--- config.mk ---
export PLATFORM = sky130hd
export DESIGN_NAME = lift_window_feeder
export DESIGN_NICKNAME = d
export VERILOG_FILES = /design/src/rtl/lift_window_feeder.sv
export SDC_FILE = /design/constraint.sdc
export NUM_CORES = 1
export LEC_CHECK = 0
export CORE_MARGIN = 3
export CORE_UTILIZATION = 50
export CTS_BUF_LIST = sky130_fd_sc_hd__clkbuf_4 sky130_fd_sc_hd__clkbuf_8
export DETAILED_ROUTE_END_ITERATION = 16
export GPL_TIMING_DRIVEN = 0
export PLACE_DENSITY = 0.77
export REMOVE_ABC_BUFFERS = 1
export SYNTH_ARGS = -nofsm -noshare
export SYNTH_HDL_FRONTEND = slang
export SYNTH_SLANG_ARGS = --single-unit
--- constraint.sdc ---
create_clock -name clk -period 2.1 [get_ports clk]
set_input_delay 0.42 -clock clk [delete_from_list [all_inputs] [get_ports clk]]
set_output_delay 0.42 -clock clk [all_outputs]
set_load 0.03 [all_outputs]
--- src/rtl/lift_window_feeder.sv ---
// Row feeder for the 5/3 lifting stage: symmetric-extended 4-sample windows plus p/even_odd/fwd_inv/out_last.
// Windows register on the edge that accepts the triggering sample. A stalled window blocks input (in_ready = !out_valid || out_ready).
module lift_window_feeder #(
   parameter int W       = 24,
   parameter int ROW_LEN = 256
) (
   input  logic         clk,
   input  logic         rst,
   input  logic [W-1:0] in_data,
   input  logic         in_valid,
   output logic         in_ready,
   input  logic         fwd_inv_in,
   output logic [W-1:0] x2,
   output logic [W-1:0] x3,
   output logic [W-1:0] x4,
   output logic [W-1:0] x5,
   output logic         p,
   output logic         even_odd,
   output logic         fwd_inv,
   output logic         out_last,
   output logic         out_valid,
   input  logic         out_ready
);
   localparam int CW = $clog2(ROW_LEN);

   logic [CW-1:0] col;
   logic [W-1:0]  h1, h2, h3;
   logic          row_par;
   logic          row_dir;
   logic          take;
   logic          emit_first, emit_mid, emit_last;

   assign in_ready   = !out_valid || out_ready;
   assign take       = in_valid && in_ready;
   assign emit_first = (col == CW'(2));
   assign emit_last  = (col == CW'(ROW_LEN - 1));
   // Interior windows start at column 4; the extra bit keeps the bound valid when ROW_LEN = 4.
   assign emit_mid   = !col[0] && ((CW+1)'(col) >= (CW+1)'(4));

   always_ff @(posedge clk) begin
      if (rst) begin
         col       <= '0;
         h1        <= '0;
         h2        <= '0;
         h3        <= '0;
         row_par   <= 1'b0;
         row_dir   <= 1'b0;
         x2        <= '0;
         x3        <= '0;
         x4        <= '0;
         x5        <= '0;
         p         <= 1'b0;
         even_odd  <= 1'b0;
         fwd_inv   <= 1'b0;
         out_last  <= 1'b0;
         out_valid <= 1'b0;
      end else begin
         if (out_valid && out_ready)
            out_valid <= 1'b0;
         if (take) begin
            h1 <= in_data;
            h2 <= h1;
            h3 <= h2;
            if (emit_last) begin
               col     <= '0;
               row_par <= !row_par;
            end else begin
               col <= col + CW'(1);
            end
            if (col == '0)
               row_dir <= fwd_inv_in;
            // Flags are captured per window so the last window keeps its own row's parity.
            if (emit_first || emit_mid || emit_last) begin
               out_valid <= 1'b1;
               p         <= emit_first;
               out_last  <= emit_last;
               even_odd  <= row_par;
               fwd_inv   <= row_dir;
            end
            if (emit_first) begin
               x2 <= h1;
               x3 <= h2;
               x4 <= h1;
               x5 <= in_data;
            end else if (emit_last) begin
               x2 <= h2;
               x3 <= h1;
               x4 <= in_data;
               x5 <= h1;
            end else if (emit_mid) begin
               x2 <= h3;
               x3 <= h2;
               x4 <= h1;
               x5 <= in_data;
            end
         end
      end
   end
endmodule

# [After elaboration in Yosys (flattened, before gate mapping)]
# Cells that the tools add are included.
[totals] register_bits=183 mem_bits_ro=0 ramBits=0 inputBits=29 n_memories=0 output_inout_bits=102 latchBits=0
[op_classes] n_reduce_logical=15 n_eq_ne=2 add_sub_neg=1 n_div=0 bitwise_logic=0 n_shift=0 muxes=16 magnitude_cmp=1 n_mul=0
[op_table] op="$mux W24" n=12
[op_table] op="$add A8 B1 Y8 const B" n=1
[op_table] op="$eq A8 B2 Y1 const B" n=1
[op_table] op="$eq A8 B8 Y1 const B" n=1
[op_table] op="$ge A8 B3 Y1 const B" n=1
[op_table] op="$logic_not A8 Y1" n=1
[op_table] op="$mux W8" n=1
[op_table] op="$reduce_and A2 Y1" n=4
[op_table] op="$logic_and A1 B1 Y1" n=3
[op_table] op="$logic_not A1 Y1" n=3
[op_table] op="$logic_or A1 B1 Y1" n=3
[op_table] op="$mux W1" n=3
[op_table] op="$reduce_bool A3 Y1" n=1

# [Longest topological paths before layout]
# Gate-level depths: netlist (run 1).
[depth] word_depth=6 mapped_depth=8 ltp_nobuf=6

# [Least setup slack after synthesis (run 1)]
# No wires, ideal clock.
[synth_timing] path_type="reg2reg" start="register col[0]" end="register x4[14]" required_ps=1979 setup_ps=121 path_slack_ps=-9 t_arrival_ps=1989 path_buffers=1 stages_incl_launch_ff=8 cell_sequence="dfxtp_1 inv_1 ha_1 nor3b_2 and2_4 o31ai_4 buf_6 mux2_2"
[synth_between] elab_chain_cells=4
[synth_rtl] item="start, declared" line="26" source="logic [CW-1:0] col;"
[synth_rtl] item="start signal, assigned" line="68" source="col <= col + CW'(1);"
[synth_rtl] item="$ge A8 B3 Y1 / $logic_not A1 Y1 (equally long branches)" line="38" source="assign emit_mid = !col[0] && ((CW+1)'(col) >= (CW+1)'(4));"
[synth_rtl] item="$logic_and A1 B1 Y1" line="38"
[synth_rtl] item="$reduce_bool A3 Y1 (no source line)"
[synth_rtl] item="$reduce_and A2 Y1 (no source line)"
[synth_rtl] item="end signal, assigned" line="88" source="x4 <= in_data;"
[synth_rtl] item="end, declared" line="15" source="output logic [W-1:0] x4,"
# Several ways; a longest one is shown, not always the timed one.
# A chain may end at the register's enable or synchronous reset.

# [Final worst setup path (run 1)]
[layout_timing] start="register col[0]" end="register x3[1]"
[layout_between] elab_chain_cells=4
[layout_rtl] item="$ge A8 B3 Y1 / $logic_not A1 Y1 (equally long branches)" line="38"
[layout_rtl] item="$logic_and A1 B1 Y1" line="38"
[layout_rtl] item="$reduce_bool A3 Y1 (no source line)"
[layout_rtl] item="$reduce_and A2 Y1 (no source line)"
[layout_rtl] item="end signal, assigned" line="49" source="x3 <= '0;"
[layout_rtl] item="end signal, assigned" line="82" source="x3 <= h2;"
[layout_rtl] item="end signal, assigned" line="87" source="x3 <= h1;"
[layout_rtl] item="end, declared" line="14" source="output logic [W-1:0] x3,"
# Several ways; a longest one is shown, not always the timed one.

==> results of run 1 <==
-- flip-flops by register name (all words and copies together) (netlist names) --
register / cells
h1: 24
h2: 24
h3: 24
x2: 24
x3: 24
x4: 24
x5: 24
col: 8
even_odd: 1
fwd_inv: 1
out_last: 1
out_valid: 1
p: 1
row_dir: 1
row_par: 1
-- cell usage in the layout, fill, tap and decap left out, types with 20 or more instances in the layout --
cell type / synthesis / layout
mux2_4: 0 / 71
nand2_1: 153 / 150
or3_1: 27 / 27
nand3_1: 52 / 51
nand3b_1: 24 / 24
buf_4: 0 / 33
clkbuf_8: 0 / 20
nand2b_1: 31 / 30
nor2b_1: 72 / 72
a21oi_1: 151 / 150
dfxtp_1: 183 / 175
clkdlybuf4s50_1: 0 / 127
o21ai_0: 73 / 73
or4_1: 24 / 23
-- final cells by class --
type / count / area [um2] / share of cell area
multi-input combinational: 776 / 5219 / 0.4369
clock buffer: 20 / 275.3 / 0.02304
clock inverter: 11 / 75.07 / 0.006285
timing repair buffer: 203 / 2401 / 0.2010
tap: 220 / 275.3 / 0.02304
sequential: 183 / 3686 / 0.3086
inverter: 3 / 13.76 / 0.001152
-- metrics by stage --
step / setup WS (ns) / std cells
after global placement: -7.639 / 1302
after global routing: -0.2291 / 1416
final: -0.1882 / 1416
after detailed placement: -1.402 / 1320
after floorplan: -3.288 / 952
after CTS: -0.2417 / 1403
-- worst reg2reg max path: stages (launching register included) --
cell       delay (ns)
dfxtp_4          0.41
inv_4            0.06
ha_4             0.15
nor3b_4          0.15
clkbuf_16        0.17
and2_4           0.14
o31ai_4          0.30
buf_4            0.17
buf_12           0.15
clkbuf_16        0.18
mux2_4           0.30
-- power by group --
group	switching, mW	internal [mW]	leakage (nW)	total, mW
registers	0.0686	3.54	1.49	3.61
logic	0.461	0.368	2.64	0.829
clock network	1.32	0.903	0.169	2.22
total	1.85	4.81	4.29	6.66
-- cell usage after synthesis (all sizes together) (2+ instances only) --
cell type	number
a31oi	2
o311ai	24
o21ai	73
nand3	52
nor2b	72
dfxtp	183
and3	2
o221ai	24
xor2	3
nand3b	24
a211oi	2
mux2i	2
a21oi	151
o32ai	2
nor2	4
clkbuf	92
or4	24
mux2	72
buf	16
or3	27
ha	3
and2	5
nand2	153
inv	3
nand2b	31
nand4	5
-- cells by family (layout without fill, tap and decap cells) --
family / count (synthesis) / after routing
flip-flops: 183 / 183
AND/OR/NAND/NOR: 402 / 410
multiplexers: 74 / 74
XOR/XNOR: 3 / 3
buffers and inverters: 111 / 237
AO/OA/AOI/OAI: 284 / 286
adder cells (fa/ha/maj): 3 / 3
-- per-layer routing --
| metal | vias up | track usage | routed length, um |
|---|---|---|---|
| li1 | 4035 | - | - |
| met1 | 4153 | 0.3709 | 12160 |
| met2 | 432 | 0.4380 | 13120 |
| met3 | 78 | 0.07276 | 2496 |
| met4 | 0 | 0.08960 | 896 |
| met5 | - | 0 | 0 |
-- how the worst max path moves through the flow --
stage | start | end | slack (ns) | cells past startpoint
4_1_cts | col[4]$_SDFFE_PP0P_ | x3[21]$_SDFFE_PP0P_ | -0.24 | 11
3_3_place_gp | col[3]$_SDFFE_PP0P_ | x4[8]$_SDFFE_PP0P_ | -7.64 | 4
2_1_floorplan | col[3]$_SDFFE_PP0P_ | x3[0]$_SDFFE_PP0P_ | -3.29 | 4
6_report | col[0]$_SDFFE_PP0P_ | x3[1]$_SDFFE_PP0P_ | -0.19 | 10
3_5_place_dp | out_ready | x2[10]$_SDFFE_PP0P_ | -1.40 | 5
5_1_grt | col[0]$_SDFFE_PP0P_ | x3[4]$_SDFFE_PP0P_ | -0.23 | 10
-- repair_timing --
item,CTS,global route
resized for setup,122,29
setup buffers,33,14
gates cloned,19,3
endpoints found under the setup margin,107,97
pin swaps,15,6
hold buffers,0,0
==> metrics, run 1 <==
largest family of logic cells by synthesized area=simple AND/OR/NAND/NOR gates; design area=0.01195 mm2; delay-heaviest family, CP=buffers and inverters; drt first pass iters=6; area grow syn2layout=35.32%; Yosys top cell area share=0.4150; number of buffers created by CTS=17; Initial Util=0.5212; DPL Wire Length=13,120 um; Simple-Gate Fraction of Synth Area=0.2418; Hold Crit Endpoint=h1[11]$_SDFFE_PP0P_; Syn Area/Cell=8.328 um2; Synth Area in Adders=0.004252; Chip Height=138.9 um; DRC Markers=0; r2r setup slk=-0.19 ns; clock sinks=183; Finished Core Util=0.7053; DIE AREA=0.01928 mm2; #FFs+latches synth=183; FF-to-FF Start=col[0]$_SDFFE_PP0P_; Worst-path clk slew=0.10 ns; total core area=0.01694 mm2; Worst Setup End Kind=flip-flop; MaxCap Viol Count=0; Cells after Synth=1,060; Worst Path Max Fanout=6; Async SR Flop Fraction=0; cell taking the most area after synthesis=dfxtp_1; Placed Area=0.01034 mm2; WHS Path Cells=2; GRT overflow=0; H-tree depth=4; peak supply drop=0.0004300 V; largest cells by area after synthesis=dfxtp_1 42%, a21oi_1 8.6%, nand2_1 6.5%, nor2b_1 5.1%, mux2_2 4.8%; first-pass GRT wire length=43,680 um; Max Slew Vio Count=0; arrival time at the worst endpoint=2.67 ns; Netlist Area Pre-Place=0.008827 mm2; port bufs=130; CP required=2.48 ns; most used cell, CP=clkbuf_16; Worst Skew=0.01165 ns; Final Hold Fails=0; critical path class=reg2reg; fin worst setup slack=-0.1882 ns; yosys warns=0; Final TNS setup=-8.637 ns; Worst-Margin Slew=0.6598 ns; Top Ports=131; fmax=437.0 MHz; crit path cell chain=inv_4 -> ha_4 -> nor3b_4 -> clkbuf_16 -> and2_4 -> o31ai_4 -> buf_4 -> buf_12 -> clkbuf_16 -> mux2_4; layout cells sized above 1=0.1873; dominant synthesized flop cell=dfxtp_1; worst hold slack=0.4035 ns; HP Start=rst; reg2reg end=x3[1]$_SDFFE_PP0P_; routed vias/inst=6.143; worst-case clock buffer depth=2; XOR/XNOR Fraction of Synth Area=0.002977; CP Launch Type=flip-flop; multiplexer share of the synthesized area=0.09412; Setup violations, final=72; via count=8,698; initial antenna violation count=0; sequential share of the synthesized area=0.4150; FF-to-FF path depth=10; EDFF count, synth=0; Clock Root Buffer=clkbuf_8; min cycle time layout=2.288 ns; Final nets=1,216; fillers=1,320; Hold WC Path Type=in2reg; library cells used by synthesis=40; Period Utilization, post-route=1.090; WL per Instance=20.25 um; Max stage delay on crit path=0.41 ns; buffers plus inverters on the worst setup path=5; compound-gate portion of the synthesized area=0.1874; CTS tree=built; unrepaired setup endpoints after global routing=yes; FP Rows=47; largest net degree at the start of global routing=153; Critical-path top delay cell=dfxtp_4; PwrDens=557.8 mW/mm2; drt first-iter violations=915; Routed WL=28,670 um; violated checks=setup timing; GR Util All Layers=0.2769; Skew-Pair Late Insertion Delay=0.48 ns; total power=6.664 mW; Antenna diodes=0; Leak=4.292 nW; vias in the first global route=7,969; status=finished with violations; die extent in x=138.9 um; ANT nets after route=0; gp weighted congestion=0.7402; Worst slew margin=0.5602
(Power assumes the default switching activity.)
==> run 2, diff against run 1 <==
--- a/config.mk
+++ b/config.mk
@@ -12,6 +12,7 @@
 export GPL_TIMING_DRIVEN = 0
 export PLACE_DENSITY = 0.77
 export REMOVE_ABC_BUFFERS = 1
+export SLEW_MARGIN = 20
 export SYNTH_ARGS = -nofsm -noshare
 export SYNTH_HDL_FRONTEND = slang
 export SYNTH_SLANG_ARGS = --single-unit
==> run 2 against run 1 <==
The run still ends with setup timing left; cell count decreased by 0.14%; hold slack improved by 0.033 ns; sequential power barely moved; via count shrank 0.40%; first-iteration DRC count grew 12%; routed wire length decreased by 1.3%.
==> metrics, run 2 (same netlist as run 1, synthesis figures left out) <==
CTS tree=built (unchanged); buffers plus inverters on the worst setup path=6 (was 5); Placed Area=0.01038 mm2 (was 0.01034 mm2); FF-to-FF Start=col[2]$_SDFFE_PP0P_ (was col[0]$_SDFFE_PP0P_); Max Slew Vio Count=0 (unchanged); arrival time at the worst endpoint=2.55 ns (was 2.67 ns); status=finished with violations (unchanged); Period Utilization, post-route=1.041 (was 1.090); worst-case clock buffer depth=2 (unchanged); FF-to-FF path depth=10 (unchanged); vias in the first global route=8,032 (was 7,969); Critical-path top delay cell=dfxtp_4 (unchanged); Worst Skew=0.008273 ns (was 0.01165 ns); Chip Height=138.9 um (unchanged); largest net degree at the start of global routing=141 (was 153); Routed WL=28,290 um (was 28,670 um); H-tree depth=4 (unchanged); MaxCap Viol Count=0 (unchanged); CP Launch Type=flip-flop (unchanged); GR Util All Layers=0.2748 (was 0.2769); Finished Core Util=0.6923 (was 0.7053); DRC Markers=0 (unchanged); FP Rows=47 (unchanged); area grow syn2layout=32.83% (was 35.32%); Clock Root Buffer=clkbuf_8 (unchanged); die extent in x=138.9 um (unchanged); Worst Setup End Kind=flip-flop (unchanged); DPL Wire Length=13,540 um (was 13,120 um); CP required=2.46 ns (was 2.48 ns); Final nets=1,216 (unchanged); violated checks=setup timing (unchanged); Worst-path clk slew=0.09 ns (was 0.10 ns); Hold WC Path Type=in2reg (unchanged); Hold Crit Endpoint=h1[11]$_SDFFE_PP0P_ (unchanged); first-pass GRT wire length=43,570 um (was 43,680 um); unrepaired setup endpoints after global routing=yes (unchanged); GRT overflow=0 (unchanged); critical path class=reg2reg (unchanged); HP Start=rst (unchanged); layout cells sized above 1=0.1700 (was 0.1873); Worst Path Max Fanout=8 (was 6); drt first pass iters=7 (was 6); total power=6.939 mW (was 6.664 mW); Initial Util=0.5212 (unchanged); crit path cell chain=nor4_4 -> buf_8 -> buf_8 -> and2_4 -> o31ai_4 -> buf_8 -> buf_12 -> buf_12 -> buf_12 -> mux2_4 (was inv_4 -> ha_4 -> nor3b_4 -> clkbuf_16 -> and2_4 -> o31ai_4 -> buf_4 -> buf_12 -> clkbuf_16 -> mux2_4); Final Hold Fails=0 (unchanged); design area=0.01173 mm2 (was 0.01195 mm2); number of buffers created by CTS=17 (unchanged); gp weighted congestion=0.7402 (unchanged); Hold Buf Count CTS=0 (unchanged); Setup violations, final=17 (was 72); min cycle time layout=2.186 ns (was 2.288 ns); fillers=1,338 (was 1,320); port bufs=130 (unchanged); DIE AREA=0.01928 mm2 (unchanged); ANT nets after route=0 (unchanged); non-filler instance count after layout=1,414 (was 1,416); Leak=4.160 nW (was 4.292 nW); Worst-Margin Slew=0.7932 ns (was 0.6598 ns); Skew-Pair Late Insertion Delay=0.47 ns (was 0.48 ns); reg2reg end=x3[1]$_SDFFE_PP0P_ (unchanged); commonest non-fill, non-tap cell in the layout=dfxtp_1 (unchanged); fmax=457.5 MHz (was 437.0 MHz); Max stage delay on crit path=0.38 ns (was 0.41 ns); delay-heaviest family, CP=buffers and inverters (unchanged); worst hold slack=0.4368 ns (was 0.4035 ns); placed insts=1,324 (was 1,320); via count=8,663 (was 8,698); routed vias/inst=6.127 (was 6.143); WL per Instance=20.01 um (was 20.25 um); WHS Path Cells=2 (unchanged); r2r setup slk=-0.09 ns (was -0.19 ns); initial antenna violation count=0 (unchanged); peak supply drop=0.0003837 V (was 0.0004300 V); Top Ports=131 (unchanged); most frequent cells in the layout=175 x dfxtp_1, 150 x a21oi_1, 150 x nand2_1 (unchanged); Worst slew margin=0.4712 (was 0.5602); fin worst setup slack=-0.08581 ns (was -0.1882 ns); PwrDens=591.8 mW/mm2 (was 557.8 mW/mm2); total core area=0.01694 mm2 (unchanged); Antenna diodes=0 (unchanged); drt first-iter violations=1,021 (was 915); clock sinks=183 (unchanged)
==> run 2: worst max-delay path by stage <==
stage | start | endpoint | slack [ns] | cells past startpoint
after floorplan | col[3]$_SDFFE_PP0P_ | x3[0]$_SDFFE_PP0P_ | -3.29 | 4
after global placement | col[3]$_SDFFE_PP0P_ | x4[8]$_SDFFE_PP0P_ | -7.64 | 4
after detailed placement | col[3]$_SDFFE_PP0P_ | x3[1]$_SDFFE_PP0P_ | -1.39 | 9
after CTS | col[0]$_SDFFE_PP0P_ | x4[0]$_SDFFE_PP0P_ | -0.12 | 10
after global routing | col[7]$_SDFFE_PP0P_ | x5[1]$_SDFFE_PP0P_ | -0.11 | 10
final | col[2]$_SDFFE_PP0P_ | x3[1]$_SDFFE_PP0P_ | -0.09 | 10
==> run 2: power breakdown <==
part           internal (mW)  switching [mW]  leakage (nW)
Combinational          0.339           0.448          2.46
Clock                   1.28            1.26         0.210
Sequential              3.54          0.0687          1.49
Total                   5.16            1.78          4.16
==> run 2: what timing repair did <==
item | in CTS | in global routing
gates cloned | 16 | 2
setup buffers | 31 | 14
setup endpoints to repair | 108 | 89
endpoints found under the hold margin | 0 | 0
gates resized for setup | 78 | 17
pin swaps | 14 | 7
==> run 2: area by class of cell <==
| class | count | area, um2 | share of cell area |
|---|---|---|---|
| repair buffers | 201 | 2261 | 0.1928 |
| multi-input cells | 778 | 5076 | 0.4329 |
| flip-flops and latches | 183 | 3689 | 0.3146 |
| clock inverters | 8 | 121.4 | 0.01035 |
| clock buffers | 21 | 289.0 | 0.02465 |
| inverters | 3 | 13.76 | 0.001174 |
| well taps | 220 | 275.3 | 0.02348 |
==> run 2: layer usage <==
| layer | track usage | part of all wire |
|---|---|---|
| met1 | 0.3710 | 0.42 |
| met2 | 0.4303 | 0.45 |
| met3 | 0.07724 | 0.093 |
| met4 | 0.08290 | 0.030 |
| met5 | 0 | 0 |
==> run 2: stage by stage <==
step / setup WS [ns] / TNS [ns]
after floorplan: -3.288 / -370.75
after CTS: -0.1196 / -3.670
after global routing: -0.1142 / -2.580
final: -0.08581 / -1.142
after detailed placement: -1.392 / -116.25
after global placement: -7.639 / -1162.57
==> run 3, diff against run 2 <==
--- a/config.mk
+++ b/config.mk
@@ -9,9 +9,11 @@
 export CORE_UTILIZATION = 50
 export CTS_BUF_LIST = sky130_fd_sc_hd__clkbuf_4 sky130_fd_sc_hd__clkbuf_8
 export DETAILED_ROUTE_END_ITERATION = 16
+export GPL_ROUTABILITY_DRIVEN = 0
 export GPL_TIMING_DRIVEN = 0
 export PLACE_DENSITY = 0.77
 export REMOVE_ABC_BUFFERS = 1
+export SKIP_LAST_GASP = 1
 export SLEW_MARGIN = 20
 export SYNTH_ARGS = -nofsm -noshare
 export SYNTH_HDL_FRONTEND = slang
==> run 3 against run 2 <==
The flow still finishes with violations (setup timing); utilization about the same; first-iteration DRC count increased by 9.0%; clock power about the same; via count increased by 0.24%; flip-flop and latch count unchanged; combinational power increased by 1%; die area unchanged; cell count decreased by 0.35%; global-route usage decreased by 0.16 points; critical endpoint unchanged; largest cell class unchanged.
==> metrics, run 3 (same netlist as run 1, synthesis figures left out) <==
Hold WC Path Type=in2reg (unchanged); most frequent cells in the layout=175 x dfxtp_1, 150 x a21oi_1, 150 x nand2_1 (unchanged); arrival time at the worst endpoint=2.56 ns (was 2.55 ns); met3 WL=2471 um (was 2643 um); drt first-iter violations=1,113 (was 1,021); unrepaired setup endpoints after global routing=yes (unchanged); Max Slew Vio Count=0 (unchanged); Setup violations, final=64 (was 17); Initial Util=0.5212 (unchanged); Period Utilization, post-route=1.046 (was 1.041); Comb power frac=0.115 (was 0.113); Worst slew margin=0.4796 (was 0.4712); fmax=455.0 MHz (was 457.5 MHz); Worst Path Max Fanout=8 (unchanged); reg2reg end=x3[1]$_SDFFE_PP0P_ (unchanged); number of buffers created by CTS=17 (unchanged); commonest non-fill, non-tap cell in the layout=dfxtp_1 (unchanged); violated checks=setup timing (unchanged); Leak=4.144 nW (was 4.160 nW); Internal=5.167 mW (was 5.163 mW); Final Hold Fails=0 (unchanged); DRC Markers=0 (unchanged); vias in the first global route=7,937 (was 8,032); Top Layer Used=met4 (unchanged); first-pass GRT wire length=43,320 um (was 43,570 um); crit path launch=col[0]$_SDFFE_PP0P_ (was col[2]$_SDFFE_PP0P_); MaxCap Viol Count=0 (unchanged); layout cells sized above 1=0.1716 (was 0.1700); ANT nets after route=0 (unchanged); Chip Height=138.9 um (unchanged); Worst Skew=0.009578 ns (was 0.008273 ns); largest net degree at the start of global routing=141 (unchanged); fillers=1,344 (was 1,338); fin worst setup slack=-0.09761 ns (was -0.08581 ns); GR Util All Layers=0.2732 (was 0.2748); status=finished with violations (unchanged); Clk network pwr share=0.366 (about the same); FF-to-FF path depth=11 (was 10); CP Launch Type=flip-flop (unchanged); met1 WL=12,030 um (was 11,950 um); Clock Root Buffer=clkbuf_8 (unchanged); peak supply drop=0.0003741 V (was 0.0003837 V); DIE AREA=0.01928 mm2 (unchanged); sw power=1.783 mW (was 1.776 mW); via count=8,684 (was 8,663); Skew-Pair Late Insertion Delay=0.47 ns (about the same); r2r setup slk=-0.1 ns (was -0.09 ns); drt first pass iters=6 (was 7); crit path to=x3[1]$_SDFFE_PP0P_ (unchanged); Routed WL=28,180 um (was 28,290 um); die extent in x=138.9 um (unchanged); area grow syn2layout=32.84% (was 32.83%); min cycle time layout=2.198 ns (was 2.186 ns); GRT overflow=0 (unchanged); Antenna diodes=0 (unchanged); CTS tree=built (unchanged); FP Rows=47 (unchanged); clock sinks=183 (unchanged); Seq pwr share=0.519 (was 0.520); Top Ports=131 (unchanged); Worst-Margin Slew=0.7806 ns (was 0.7932 ns); WL per Instance=20.00 um (was 20.01 um); worst-case clock buffer depth=2 (unchanged); switching part of the total=0.2566 (was 0.2560); Worst Setup End Kind=flip-flop (unchanged); DPL Wire Length=13,540 um (unchanged); H-tree depth=4 (unchanged); WL met2=12,900 um (was 12,840 um); PwrDens=592.7 mW/mm2 (was 591.8 mW/mm2); CP required=2.46 ns (about the same); initial antenna violation count=0 (unchanged); critical path class=reg2reg (unchanged); port bufs=130 (unchanged); routed vias/inst=6.163 (was 6.127); Worst-path clk slew=0.09 ns (about the same); FF-to-FF Start=col[0]$_SDFFE_PP0P_ (was col[2]$_SDFFE_PP0P_); Finished Core Util=0.6924 (was 0.6923); Final nets=1,211 (was 1,216); Final TNS setup=-2.553 ns (was -1.142 ns); total core area=0.01694 mm2 (unchanged)
-- run 3: how the worst min path moves through the flow --
stage | start | endpoint | slack (ns) | depth (start not counted)
after floorplan | h3[0]$_SDFFE_PP0P_ | h3[0]$_SDFFE_PP0P_ | 0.43 | 2
after detailed placement | h3[1]$_SDFFE_PP0P_ | h3[1]$_SDFFE_PP0P_ | 0.44 | 2
final | rst | h1[11]$_SDFFE_PP0P_ | 0.43 | 2
after global routing | h3[15]$_SDFFE_PP0P_ | h3[15]$_SDFFE_PP0P_ | 0.47 | 2
after global placement | h3[16]$_SDFFE_PP0P_ | h3[16]$_SDFFE_PP0P_ | 0.44 | 2
after CTS | rst | col[6]$_SDFFE_PP0P_ | 0.43 | 2
-- run 3: power groups by stage --
| stage | Clock [mW] | Sequential (mW) | Combinational, mW |
|---|---|---|---|
| final | 2.55 | 3.61 | 0.796 |
| after global routing | 2.72 | 3.62 | 0.850 |
| after CTS | 2.58 | 3.61 | 0.743 |
| after detailed placement | 0 | 3.69 | 0.643 |
| after global placement | 0 | 3.69 | 0.627 |
| after floorplan | 0 | 3.72 | 0.287 |
-- run 3: layout make-up --
class / count / area [um2] / share of cell area
Sequential cell: 183 / 3689 / 0.3146
Clock buffer: 21 / 289.0 / 0.02465
Multi-Input combinational cell: 778 / 5107 / 0.4356
Tap cell: 220 / 275.3 / 0.02347
Timing Repair Buffer: 196 / 2231 / 0.1902
Clock inverter: 8 / 121.4 / 0.01035
Inverter: 3 / 13.76 / 0.001174
-- run 3: metal layers --
metal / vias to the layer above / global-route usage
met5: - / 0
met4: 0 / 0.08496
met3: 70 / 0.08621
met2: 441 / 0.4257
met1: 4133 / 0.3637
li1: 4040 / -
-- run 3: repair_timing --
| item | CTS | global route |
|---|---|---|
| resized for setup | 66 | 41 |
| buffers inserted | 31 | 8 |
| hold buffers | 0 | 0 |
| pin swaps | 14 | 8 |
| endpoints found under the setup margin | 108 | 89 |
| cloned | 16 | 2 |
-- run 3: through the flow --
stage               area [um2]  worst slack (ns)  std cells  total power [mW]  hold WS (ns)
global placement          9935            -7.639       1302             4.317        0.4384
floorplan                 8358            -3.288        952             4.012        0.4274
CTS                      11500           -0.1196       1400             6.931        0.4336
finish                   11730          -0.09761       1409             6.951        0.4321
detailed placement       10380            -1.392       1324             4.336        0.4434
global route             11730           -0.1408       1409             7.189        0.4708
-- run 3: critical path, stage by stage (launching register included) --
cell and delay [ns]:
dfxtp_4 0.39, inv_4 0.04, ha_4 0.15, nor3b_4 0.16, buf_8 0.13, and2_4 0.14
o31ai_4 0.26, buf_8 0.15, buf_12 0.11, buf_12 0.11, buf_12 0.13, mux2_4 0.30
